`config.mk`:
```
export PLATFORM = sky130hd
export DESIGN_NAME = uart_tx_tick
export DESIGN_NICKNAME = d
export VERILOG_FILES = /design/src/rtl/uart_tx_tick.sv
export SDC_FILE = /design/constraint.sdc
export NUM_CORES = 1
export LEC_CHECK = 0
export CAP_MARGIN = 20
export CORE_MARGIN = 2
export CORE_UTILIZATION = 51
export DETAILED_ROUTE_END_ITERATION = 6
export PLACE_DENSITY = 0.71
export SYNTH_ARGS = -nofsm -noshare
export SYNTH_HDL_FRONTEND = slang
export SYNTH_SLANG_ARGS = --single-unit
```
`constraint.sdc`:
```
create_clock -name clk -period 2.2 [get_ports clk]
set_input_delay 0.33 -clock clk [delete_from_list [all_inputs] [get_ports clk]]
set_output_delay 0.33 -clock clk [all_outputs]
set_load 0.1 [all_outputs]
```
`src/rtl/uart_tx_tick.sv`:
```
// uart_tx_tick
// ------------
// UART transmitter driven by an external one-clk-wide baud_tick (ClkDivider
// in pulse mode). Bytes from the bus side are buffered in a small FIFO and
// shifted out as frames: start bit, DATA_BITS data bits LSB-first, optional
// parity bit, STOP_BITS stop bits. The block has no rate counter of its own:
// every change on tx_o happens on a clk edge where baud_tick is high, so each
// bit lasts exactly one tick period. Frames go out back-to-back with no idle
// gap while the FIFO is non-empty and tx_enable is high.
//
// Ports
//   clk           system clock
//   reset         asynchronous, active-low reset
//   baud_tick     one-cycle pulse per bit period (may be held high: 1 bit/clk)
//   tx_enable     permits new frames to start (sampled only at frame start)
//   data_i        byte to transmit
//   valid_i       data_i valid; pushed when valid_i && ready_o
//   ready_o       FIFO can accept a byte (combinational !full)
//   tx_o          serial line, idle high, registered
//   busy_o        frame in progress (FSM not in IDLE)
//   fifo_count_o  entries currently buffered (0..FIFO_DEPTH)

module uart_tx_tick #(
    parameter int DATA_BITS  = 8,  // 5..9
    parameter int FIFO_DEPTH = 4,  // power of 2, >= 2
    parameter int PARITY_EN  = 0,
    parameter int PARITY_ODD = 0,
    parameter int STOP_BITS  = 1   // 1 or 2
) (
    input  logic                          clk,
    input  logic                          reset,
    input  logic                          baud_tick,
    input  logic                          tx_enable,
    input  logic [DATA_BITS-1:0]          data_i,
    input  logic                          valid_i,
    output logic                          ready_o,
    output logic                          tx_o,
    output logic                          busy_o,
    output logic [$clog2(FIFO_DEPTH):0]   fifo_count_o
);

    localparam int ADDR_W = $clog2(FIFO_DEPTH);
    localparam int BIT_W  = $clog2(DATA_BITS);

    localparam logic [ADDR_W-1:0] PTR_ONE   = 1;
    localparam logic [ADDR_W:0]   CNT_ONE   = 1;
    localparam logic [ADDR_W:0]   CNT_FULL  = FIFO_DEPTH;
    localparam logic [BIT_W-1:0]  BIT_ONE   = 1;
    localparam logic [BIT_W-1:0]  LAST_BIT  = BIT_W'(DATA_BITS - 1);
    localparam logic              STOP_LAST = 1'(STOP_BITS - 1);
    localparam logic              PAR_INIT  = (PARITY_ODD != 0);

    typedef enum logic [2:0] {
        IDLE,
        START,
        DATA,
        PARITY,
        STOP
    } state_t;

    // ------------------------------------------------------------------
    // FIFO
    // ------------------------------------------------------------------
    logic [DATA_BITS-1:0] mem [FIFO_DEPTH];
    logic [ADDR_W-1:0]    wr_ptr;
    logic [ADDR_W-1:0]    rd_ptr;
    logic [ADDR_W:0]      count;
    logic                 push;
    logic                 pop;
    logic                 fifo_empty;

    // ------------------------------------------------------------------
    // Transmit FSM
    // ------------------------------------------------------------------
    state_t               state;
    logic [DATA_BITS-1:0] shift;
    logic [BIT_W-1:0]     bit_cnt;
    logic                 stop_cnt;
    logic                 parity;
    logic                 start_frame;

    assign ready_o    = (count != CNT_FULL);
    assign fifo_empty = (count == '0);
    assign push       = valid_i && ready_o;

    // A frame starts on a tick from IDLE, or on the tick that ends the last
    // stop bit of the previous frame (back-to-back, no idle gap). The FIFO
    // head is popped on that same edge.
    assign start_frame = baud_tick && tx_enable && !fifo_empty &&
                         ((state == IDLE) || ((state == STOP) && (stop_cnt == STOP_LAST)));
    assign pop         = start_frame;

    assign busy_o       = (state != IDLE);
    assign fifo_count_o = count;

    // NOTE: FIFO storage carries no reset; only the pointers and count define
    // which entries are valid, so clearing the array would be wasted logic.
    always_ff @(posedge clk) begin
        if (push) begin
            mem[wr_ptr] <= data_i;
        end
    end

    // NOTE: all sequential state uses non-blocking assignments so every
    // register samples pre-edge values regardless of statement order.
    always_ff @(posedge clk or negedge reset) begin
        if (!reset) begin
            wr_ptr <= '0;
            rd_ptr <= '0;
            count  <= '0;
        end else begin
            if (push) begin
                wr_ptr <= wr_ptr + PTR_ONE;
            end
            if (pop) begin
                rd_ptr <= rd_ptr + PTR_ONE;
            end
            // Simultaneous push and pop leave the count unchanged.
            case ({push, pop})
                2'b10:   count <= count + CNT_ONE;
                2'b01:   count <= count - CNT_ONE;
                default: count <= count;
            endcase
        end
    end

    always_ff @(posedge clk or negedge reset) begin
        if (!reset) begin
            state    <= IDLE;
            tx_o     <= 1'b1;
            shift    <= '0;
            bit_cnt  <= '0;
            stop_cnt <= 1'b0;
            parity   <= 1'b0;
        end else if (start_frame) begin
            shift    <= mem[rd_ptr];
            tx_o     <= 1'b0;
            bit_cnt  <= '0;
            parity   <= PAR_INIT;
            state    <= START;
        end else if (baud_tick) begin
            case (state)
                IDLE: begin
                    tx_o <= 1'b1;
                end
                START: begin
                    tx_o   <= shift[0];
                    shift  <= shift >> 1;
                    parity <= parity ^ shift[0];
                    state  <= DATA;
                end
                DATA: begin
                    if (bit_cnt == LAST_BIT) begin
                        stop_cnt <= 1'b0;
                        if (PARITY_EN != 0) begin
                            tx_o  <= parity;
                            state <= PARITY;
                        end else begin
                            tx_o  <= 1'b1;
                            state <= STOP;
                        end
                    end else begin
                        bit_cnt <= bit_cnt + BIT_ONE;
                        tx_o    <= shift[0];
                        shift   <= shift >> 1;
                        parity  <= parity ^ shift[0];
                    end
                end
                PARITY: begin
                    tx_o     <= 1'b1;
                    stop_cnt <= 1'b0;
                    state    <= STOP;
                end
                STOP: begin
                    // The back-to-back case was already taken by start_frame.
                    if (stop_cnt != STOP_LAST) begin
                        stop_cnt <= stop_cnt + 1'b1;
                    end else begin
                        tx_o  <= 1'b1;
                        state <= IDLE;
                    end
                end
                default: begin
                    tx_o  <= 1'b1;
                    state <= IDLE;
                end
            endcase
        end
    end

endmodule

```
==> results of run 1 <==
flip-flops by register name (all words and copies together), names as in the netlist:
signal	cells
tx_o	1
shift	8
bit_cnt	3
fifo_count_o	3
wr_ptr	2
state	3
mem	32
rd_ptr	2
placed cells by master, fill, tap and decap left out, types with 5 or more instances in the layout:
cell                               n
sky130_fd_sc_hd__inv_1             7
sky130_fd_sc_hd__buf_4            13
sky130_fd_sc_hd__ha_1              6
sky130_fd_sc_hd__edfxtp_1         32
sky130_fd_sc_hd__dfrtp_1          18
sky130_fd_sc_hd__mux4_2            8
sky130_fd_sc_hd__o221a_2           7
sky130_fd_sc_hd__clkdlybuf4s50_1  12
sky130_fd_sc_hd__clkbuf_8          5
cell type report:
type | instances | area (sq um) | share of cell area
Sequential cell | 54 | 1520 | 0.555
Multi-Input combinational cell | 70 | 783 | 0.285
Timing Repair Buffer | 25 | 218 | 0.0793
Clock buffer | 7 | 76.3 | 0.0278
Tap cell | 52 | 65.1 | 0.0237
Inverter | 12 | 50.0 | 0.0182
Clock inverter | 1 | 30.0 | 0.0109
critical path: cells and delay by family:
family,cells,cell delay [ps]
buffers and inverters,3,610
adders and majority gates,2,530
and+or+nand+nor,2,460
xor gates and xnor gates,2,290
final timing paths:
kind / start / cells past startpoint / slack [ps] / end
max: baud_tick / 9 / 200 / fifo_count_o[2]$_DFFE_PN0P_
min: reset / 2 / 370 / fifo_count_o[0]$_DFFE_PN0P_
max reg2reg: fifo_count_o[0]$_DFFE_PN0P_ / 10 / 280 / fifo_count_o[2]$_DFFE_PN0P_
min reg2reg: bit_cnt[2]$_DFFE_PN0P_ / 1 / 510 / bit_cnt[2]$_DFFE_PN0P_
max in group asynchronous: reset / 2 / 1540 / tx_o$_DFFE_PN1P_
min in group clk: bit_cnt[2]$_DFFE_PN0P_ / 1 / 510 / bit_cnt[2]$_DFFE_PN0P_
power by group:
group	total (mW)	leakage [nW]	internal, mW	switching, mW
Clock	0.628	0.0524	0.341	0.287
Combinational	1.55	0.442	0.672	0.880
Sequential	1.68	0.553	1.43	0.252
cell usage after synthesis:
| cell type | count |
|---|---|
| sky130_fd_sc_hd__buf_2 | 1 |
| sky130_fd_sc_hd__mux2_2 | 2 |
| sky130_fd_sc_hd__o21ai_2 | 1 |
| sky130_fd_sc_hd__inv_2 | 1 |
| sky130_fd_sc_hd__edfxtp_1 | 32 |
| sky130_fd_sc_hd__inv_1 | 11 |
| sky130_fd_sc_hd__nor3_1 | 2 |
| sky130_fd_sc_hd__nand3_1 | 2 |
| sky130_fd_sc_hd__o21a_4 | 1 |
| sky130_fd_sc_hd__nand2b_1 | 3 |
| sky130_fd_sc_hd__xor2_1 | 3 |
| sky130_fd_sc_hd__o41ai_1 | 1 |
| sky130_fd_sc_hd__a21o_1 | 2 |
| sky130_fd_sc_hd__nand2_2 | 1 |
| sky130_fd_sc_hd__nor4b_4 | 1 |
| sky130_fd_sc_hd__or2b_1 | 4 |
| sky130_fd_sc_hd__nand2_1 | 3 |
| sky130_fd_sc_hd__clkbuf_1 | 1 |
| sky130_fd_sc_hd__nand2b_4 | 1 |
| sky130_fd_sc_hd__a31o_4 | 1 |
| sky130_fd_sc_hd__fa_1 | 1 |
| sky130_fd_sc_hd__dfstp_2 | 1 |
| sky130_fd_sc_hd__o221a_2 | 7 |
| sky130_fd_sc_hd__a21oi_2 | 1 |
| sky130_fd_sc_hd__o21ai_0 | 3 |
| sky130_fd_sc_hd__and3_1 | 4 |
| sky130_fd_sc_hd__buf_6 | 2 |
| sky130_fd_sc_hd__dfrtp_1 | 21 |
| sky130_fd_sc_hd__o2111ai_1 | 1 |
| sky130_fd_sc_hd__mux2i_1 | 1 |
| sky130_fd_sc_hd__nor4_4 | 1 |
| sky130_fd_sc_hd__ha_1 | 7 |
| sky130_fd_sc_hd__and2_1 | 1 |
| sky130_fd_sc_hd__nor2_1 | 2 |
| sky130_fd_sc_hd__xnor2_1 | 3 |
| sky130_fd_sc_hd__a32o_1 | 2 |
| sky130_fd_sc_hd__mux4_2 | 8 |
through the flow:
| stage | worst slack, ps | hold slack, ps |
|---|---|---|
| finish | 201 | 373 |
| global placement | -88.5 | 482 |
| detailed placement | -130 | 492 |
| floorplan | -150 | 34.4 |
| CTS | 176 | 386 |
| global route | 68.6 | 396 |
kinds of logic (layout without fill, tap and decap cells):
kind of cell               count (synthesis)  in the layout  synth area share
AOI/OAI and AO/OA                         20             20            0.0839
DFF                                       54             54             0.646
muxes                                     11             11            0.0908
adders and majority gates                  8              8            0.0459
and+or+nand+nor                           25             25            0.0785
xor gates and xnor gates                   6              6            0.0224
buffers and inverters                     16             45            0.0326
routing by layer:
layer / global-route usage / vias to the layer above / part of all wire / wire [microns]
li1: - / 583 / - / -
met1: 0.196 / 588 / 0.44 / 1540
met2: 0.260 / 20 / 0.51 / 1790
met3: 0.0380 / 5 / 0.032 / 110
met4: 0.0440 / 0 / 0.0092 / 32
met5: 0 / - / 0 / 0
==> reports/results.txt, run 1 <==
Die boundary height: 71.8 microns. The worst setup path is of the in2reg kind. For the hold violation total from the final report, the log shows 0.

Peak per-stage delay on the critical path: 510 ps. Setup repair after global routing left no endpoint under its margin. The overall routing resource usage was 0.153. Ranked by total cell area, the synthesized netlist is headed by sky130_fd_sc_hd__edfxtp_1 (41%), sky130_fd_sc_hd__dfrtp_1 (22%), sky130_fd_sc_hd__mux4_2 (7.7%). The worst setup path is captured at a register.

The proportion of synthesized chip area in sequential cells came out at 0.646. The post-route clock period utilization was 0.909. The placed standard-cell area was 2640 sq um; the average via count per standard cell was 5.41.

Buffers added to address setup during post-CTS repair amount to 0. The floorplan step set the die width to 71.8 microns. The area enclosed by the die boundary is 5150 sq um. Data required time at the worst endpoint: 2420 ps. The slew of the pin with the lowest slew margin was 489 ps. 0 antenna diodes ended up in the layout.

The routed design has 3480 microns of wire. A synthesized cell averages 16.7 sq um. At the end of the flow, the number of nets in the layout was 189.

The first detailed-routing pass took 4 iterations. Clock tree synthesis found a total of 54 sinks. The worst slew slack as a fraction of its limit is 0.674.

For the number of I/O pins, the log shows 19. In the final routed layout, each cell accounts on average for 15.7 microns. For this run, the number of Yosys warnings is 0. Buffers inserted to repair hold after CTS numbered 0. Flip-flop and latch count after synthesis: 54. The finished cells cover 2750 sq um.

The run gives 0 as the number of antenna violations at the first check in global routing. Detailed placement finished with a half-perimeter wire length of 2510 microns. Total power for the finished layout comes to 3.86 mW. The path class of the tightest hold or removal check is in2async.

Across the VDD grid, the largest voltage drop is 0.000604 V. Across all layers, the routed design uses 1196 vias. The fraction of synthesized cell area taken by the top area cell type was 0.410.

Setup violations remaining at the end of the flow were counted as 0. The max-slew violation total from the final report was 0; the number of gates resized after cts was 0. After floorplanning, the core was sized to cover 4380 sq um.

Synthesis handed over a netlist of 140 instances. The run gives 8.50 ps as the worst-case clock skew. The flow ran to the end, and the final reports show no timing, DRC or antenna violations.

The number of different library cells used by synthesis comes to 37. The tools report the net count of the mapped netlist as 161. The number of port buffers came out at 18.

TritonCTS built the clock tree. Entering global routing, the biggest net connects 23 pins. The first global-routing pass estimated 5980 microns of wire.

In this run the core area contains 24 standard-cell rows. Post-detailed-route DRC marker count: 0. The insertion delay to the later sink of the worst-skew pair is 300 ps, and the count of non-filler cells in the finished layout is 221.

The routed design could run at a clock period as short as 2000 ps. The critical path startpoint category is a primary input. The total overflow left after global routing is 0. After clock tree synthesis, the clock-pin slew on the worst setup and hold paths is 90 ps. The run gives 1.05 nW as the leakage power figure. The fraction of layout instances using a drive strength above 1 is 0.337, and the H-tree depth is 2. Post-synthesis cell type with the largest combined area: sky130_fd_sc_hd__edfxtp_1. Timing would allow up to 500 MHz. At the worst endpoint, the arrival time is 2220 ps.

The cell at the root of the clock tree was sky130_fd_sc_hd__clkbuf_8. Traced cell by cell, the critical path runs through clkdlybuf4s50_1, inv_2, nor4_4, ha_4, inv_2, fa_2, xor2_1, nor2_1, xor2_1. The largest fanout on the critical path is 2, and the total negative slack for setup checks is 0 ps. Power spread over the standard cell area amounts to 1400 nW/um^2. The longest clock path from root to sink contains 2 buffers. The routability congestion estimate from global placement was 0.767; the total of fill cells in the finished design was 316. The run gives 1310 as the via count of the first global-routing pass. The placed instance count came out at 213. The count of nets left with antenna violations once routing finished came out at 0. Clock buffer count from CTS: 5. Share of the core filled with cells: 0.626.

The starting utilization of the core area was 0.534. For the total of max-cap violations, the log shows 0. The standard cell with the maximum stage delay on the critical path was sky130_fd_sc_hd__clkdlybuf4s50_1. From synthesis to final layout, the design area changed by 17.3%. For this block, the initial DRC count from the detailed router was 78. Mapped cell area: 2340 sq um.
Power figures use the tool's default switching activity.
==> run 2: changes to the inputs <==
SLEW_MARGIN = 15   (was unset)
==> results of run 2 <==
No change in the layout: final DEF, timing and power equal those of run 1.
